<file path="config.mk">
export PLATFORM = sky130hd
export DESIGN_NAME = serial_adder
export DESIGN_NICKNAME = d
export VERILOG_FILES = /design/src/rtl/serial_adder_pkg.sv /design/src/rtl/serial_adder_fa_bit_slice.sv /design/src/rtl/serial_adder.sv
export SDC_FILE = /design/constraint.sdc
export NUM_CORES = 1
export LEC_CHECK = 0
export CORE_MARGIN = 4
export CORE_UTILIZATION = 55
export CTS_BUF_LIST = sky130_fd_sc_hd__clkbuf_2
export DETAILED_ROUTE_END_ITERATION = 12
export MAX_ROUTING_LAYER = met4
export PLACE_DENSITY = 0.85
export SETUP_SLACK_MARGIN = 0.05
export SYNTH_ARGS = -nofsm -noshare
export SYNTH_HDL_FRONTEND = slang
export SYNTH_SLANG_ARGS = --single-unit
</file>
<file path="constraint.sdc">
create_clock -name clk -period 2.8 [get_ports clk]
set_input_delay 0.56 -clock clk [delete_from_list [all_inputs] [get_ports clk]]
set_output_delay 0.56 -clock clk [all_outputs]
set_load 0.01 [all_outputs]
</file>
<file path="src/rtl/serial_adder_pkg.sv">
// Shared definitions for the bit-serial adder: FSM state encoding and
// legal operand width bounds.
package serial_adder_pkg;

  typedef enum logic [1:0] {
    IDLE  = 2'd0,
    SHIFT = 2'd1,
    DONE  = 2'd2
  } state_e;

  localparam int WIDTH_MIN = 2;
  localparam int WIDTH_MAX = 32;

endpackage : serial_adder_pkg

</file>
<file path="src/rtl/serial_adder_fa_bit_slice.sv">
// Combinational 1-bit full adder built from two half adders and an OR.
module fa_bit_slice (
  input  logic a,
  input  logic b,
  input  logic c,
  output logic sum,
  output logic carry
);

  logic p;
  logic g_ab;
  logic g_pc;

  always_comb begin
    p     = a ^ b;
    g_ab  = a & b;
    sum   = p ^ c;
    g_pc  = p & c;
    carry = g_ab | g_pc;
  end

endmodule : fa_bit_slice

</file>
<file path="src/rtl/serial_adder.sv">
// Bit-serial adder: operands are latched on start and fed LSB-first through
// one full-adder slice, one bit per clock; result is held until the next one.
module serial_adder
  import serial_adder_pkg::*;
#(
  parameter int WIDTH = 8
) (
  input  logic             clk,
  input  logic             rst_n,
  input  logic             start,
  input  logic [WIDTH-1:0] a_in,
  input  logic [WIDTH-1:0] b_in,
  input  logic             cin,
  output logic             busy,
  output logic             done,
  output logic [WIDTH-1:0] sum_out,
  output logic             cout_out,
  output state_e           state_dbg
);

  localparam int CW = $clog2(WIDTH);
  localparam logic [CW-1:0] LAST_BIT = CW'(WIDTH - 1);

  // Handshake: start is a request that is only honoured while IDLE; done is
  // a one-cycle qualifier for sum_out/cout_out, which otherwise just hold.
  state_e           state_q,    state_d;
  logic [WIDTH-1:0] a_sr_q,     a_sr_d;
  logic [WIDTH-1:0] b_sr_q,     b_sr_d;
  logic [WIDTH-1:0] sum_sr_q,   sum_sr_d;
  logic             carry_q,    carry_d;
  logic [CW-1:0]    cnt_q,      cnt_d;
  logic [WIDTH-1:0] sum_out_q,  sum_out_d;
  logic             cout_out_q, cout_out_d;

  logic slice_sum;
  logic slice_carry;

  fa_bit_slice u_fa (
    .a     (a_sr_q[0]),
    .b     (b_sr_q[0]),
    .c     (carry_q),
    .sum   (slice_sum),
    .carry (slice_carry)
  );

  always_comb begin
    state_d    = state_q;
    a_sr_d     = a_sr_q;
    b_sr_d     = b_sr_q;
    sum_sr_d   = sum_sr_q;
    carry_d    = carry_q;
    cnt_d      = cnt_q;
    sum_out_d  = sum_out_q;
    cout_out_d = cout_out_q;

    unique case (state_q)
      IDLE: begin
        if (start) begin
          a_sr_d   = a_in;
          b_sr_d   = b_in;
          carry_d  = cin;
          cnt_d    = '0;
          sum_sr_d = '0;
          state_d  = SHIFT;
        end
      end

      SHIFT: begin
        sum_sr_d = {slice_sum, sum_sr_q[WIDTH-1:1]};
        a_sr_d   = {1'b0, a_sr_q[WIDTH-1:1]};
        b_sr_d   = {1'b0, b_sr_q[WIDTH-1:1]};
        carry_d  = slice_carry;
        cnt_d    = cnt_q + 1'b1;
        if (cnt_q == LAST_BIT) begin
          // Publish straight from the slice so the result is already valid
          // in the DONE cycle, not one cycle later.
          sum_out_d  = {slice_sum, sum_sr_q[WIDTH-1:1]};
          cout_out_d = slice_carry;
          state_d    = DONE;
        end
      end

      DONE: begin
        state_d = IDLE;
      end

      default: begin
        state_d = IDLE;
      end
    endcase
  end

  always_ff @(posedge clk) begin
    if (!rst_n) begin
      state_q    <= IDLE;
      a_sr_q     <= '0;
      b_sr_q     <= '0;
      sum_sr_q   <= '0;
      carry_q    <= 1'b0;
      cnt_q      <= '0;
      sum_out_q  <= '0;
      cout_out_q <= 1'b0;
    end else begin
      state_q    <= state_d;
      a_sr_q     <= a_sr_d;
      b_sr_q     <= b_sr_d;
      sum_sr_q   <= sum_sr_d;
      carry_q    <= carry_d;
      cnt_q      <= cnt_d;
      sum_out_q  <= sum_out_d;
      cout_out_q <= cout_out_d;
    end
  end

  assign busy      = (state_q != IDLE);
  assign done      = (state_q == DONE);
  assign sum_out   = sum_out_q;
  assign cout_out  = cout_out_q;
  assign state_dbg = state_q;

endmodule : serial_adder

</file>
==> flow_summary_export.csv <==
group,metric,value,unit
power_and_ir_drop,vdd_drop_max,0.0004439,V
drt,dr.first_iter.drc_count,44,
clock_tree,cts_max_level,2,
grt,antenna_found_initial,0,
placement,gp_congestion,0.7846,
floorplanning,rows,19,
placement,placed_area,1901,sq um
yosys,seq_area_frac_synth,0.4717,
floorplanning,core-area,2781,sq um
clock_tree,cts_buffers,5,
timing,fin_crit_sh,0.7802,
yosys,avgSynthCellArea,9.834,sq um
worst_setup_path,path_max_fanout,11,
yosys,syn_area,1613,sq um
power_and_ir_drop,power_density,487.5,nW/um^2
drt,detail_route.wl_per_cell,13.81,um
finish,n_antenna_cell,0,
timing,hold_violations,0,
timing,worst_pin_slew,706.7,ps
drt,dr_total_vias,1269,
grt,grt_pass1_wl,5250,um
grt,grt_start_max_net_pins,39,
clock_tree,ctsResizeCount,0,
yosys,yosys_most_used_dff,"dfxtp_1",
yosys,synth_edf_count,0,
yosys,syn_inst,164,
clock_tree,cts_sinks,38,
clock_tree,cts_buffer_depth,2,
timing,rsz0062_at_grt,"false",
timing,skew,23.34,ps
hold_path,min_path_type,"register to register",
worst_setup_path,end_kind,"primary output",
timing,finalSetupViolCount,0,
worst_setup_path,crit_chain,"nor2b_1, clkdlybuf4s50_1",
worst_setup_path,startpoint_type,"register",
timing,period_needed,2185,ps
yosys,syn_nets,187,
finish,final_common_cell,"dfxtp_1",
floorplanning,die_area,3863,sq um
timing,max_freq,0.4578,GHz
power_and_ir_drop,p_leak,0.0006960,uW
timing,setup_ws,615.4,ps
clock_tree,clk_latency,380,ps
clock_tree,clockRootBuffer,"clkbuf_2",
grt,grt-ovfl-total,0,
placement,dp.final_hpwl,2187,um
grt,gr-usage-all-layers,0.1698,
run_status,status,"finished, final reports clean",
finish,final_cell_mix,"dfxtp_1, clkdlybuf4s50_1, nor2_1",
yosys,ys_types,28,
floorplanning,fp.dieH,62.15,um
yosys,ys_ff_latch,38,
power_and_ir_drop,p_total,943.6,uW
worst_setup_path,cp_slowest_stage_delay,550,ps
clock_tree,cts_hold_buffers,0,
finish,post_route_cells_drive_above_1_share,0.1146,
placement,dp_worst_setup_slack,517.0,ps
placement,numPortBuffers,32,
timing,drv_slew,0,
finish,finalNetCount,215,
worst_setup_path,critical_path_class,"register to primary output",
drt,firstDrtPassIters,4,
clock_tree,path_clk_slew,180,ps
timing,max-slew-margin-rel,0.5288,
yosys,ys_async_sr_fraction,0,
drt,drcViolationCount,0,
floorplanning,die_w,62.15,um
worst_setup_path,slowest_stage,"clkdlybuf4s50_1",
worst_setup_path,cp.required,2240,ps
clock_tree,cts_tree,"built",
timing,worst_hold_slack,471.5,ps
floorplanning,start_util,0.5798,
worst_setup_path,cp.arrival,1620,ps
job,drv_cap,0,
finish,synthToLayoutAreaGrowth,20.02,%
grt,grt_pass1_vias,1262,
clock_tree,cts_setup_buffers,0,
yosys,yosys_warnings,0,
timing,tns,0,ps
drt,viasPerCell,5.691,
drt,wl,3079,um
finish,postLayoutCellArea,1936,sq um
floorplanning,io_pins,33,
drt,postRouteAntennaNets,0,
critical path, delay by kind of cell, from the launching register on:
kind	cells	cell delay, ps
buffers and inverters	1	550
DFF	1	530
and+or+nand+nor	1	170
final cells by class:
cell class	count	area, sq um
fillers	226	845.8
flip-flops and latches	38	760.7
multi-input cells	111	754.5
repair buffers	35	342.8
well taps	31	38.79
clock buffers	7	35.03
inverters	1	3.754
cells by family (layout without fill, tap and decap cells):
group | after synthesis | in the layout | share of synthesized area
flops | 38 | 38 | 0.4717
fa+ha+maj | 3 | 3 | 0.02793
buf+inv | 15 | 43 | 0.06050
mux | 1 | 1 | 0.006207
compound gates | 38 | 38 | 0.2304
simple gates | 69 | 69 | 0.2033
power by group:
| group | total, uW | switching, uW | internal (uW) |
|---|---|---|---|
| Sequential | 586 | 19.0 | 567 |
| Clock | 227 | 162 | 65.1 |
| Combinational | 131 | 62.4 | 68.2 |
| Total | 944 | 243 | 700 |
worst paths after layout:
path	start	cells past startpoint	slack (ps)	endpoint
setup / recovery	state_dbg[1]	2	620	done
hold / removal	sum_out[3]	2	470	sum_out[3]
setup reg to reg	cnt_q[0]	5	1130	sum_out[1]
hold reg to reg	sum_out[3]	2	470	sum_out[3]
sequential cells by signal, summed over array words and instances, names as in the netlist:
signal	count
a_sr_q	8
b_sr_q	8
carry_q	1
cnt_q	3
cout_out	1
state_dbg	2
sum_out	8
sum_sr_q	7
routing by layer:
layer	track usage	share of wire	wire [um]	vias up
li1	-	-	-	634
met1	0.1755	0.41	1251	594
met2	0.2927	0.51	1569	36
met3	0.07027	0.070	216	5
met4	0.04878	0.013	41	0
met5	-	0	0	-
per-stage QoR:
stage,util,instances
6_report,0.6959,223
5_1_grt,0.6959,223
4_1_cts,0.6959,223
3_5_place_dp,0.6833,216
3_3_place_gp,0.6833,216
2_1_floorplan,-,164
cell usage after synthesis, types with 2 or more instances:
library cell | number | share of area
a21boi_0 | 9 | 0.042
a22oi_1 | 11 | 0.051
buf_2 | 7 | 0.022
buf_6 | 2 | 0.014
clkbuf_1 | 2 | 0.0047
dfxtp_1 | 38 | 0.47
ha_1 | 2 | 0.016
nand2_1 | 10 | 0.023
nand3_1 | 9 | 0.028
nor2_1 | 30 | 0.070
nor2b_1 | 13 | 0.050
nor3b_1 | 2 | 0.0093
o221ai_1 | 5 | 0.027
o221ai_2 | 10 | 0.093
Note: power is estimated with default switching activity, not from simulation.
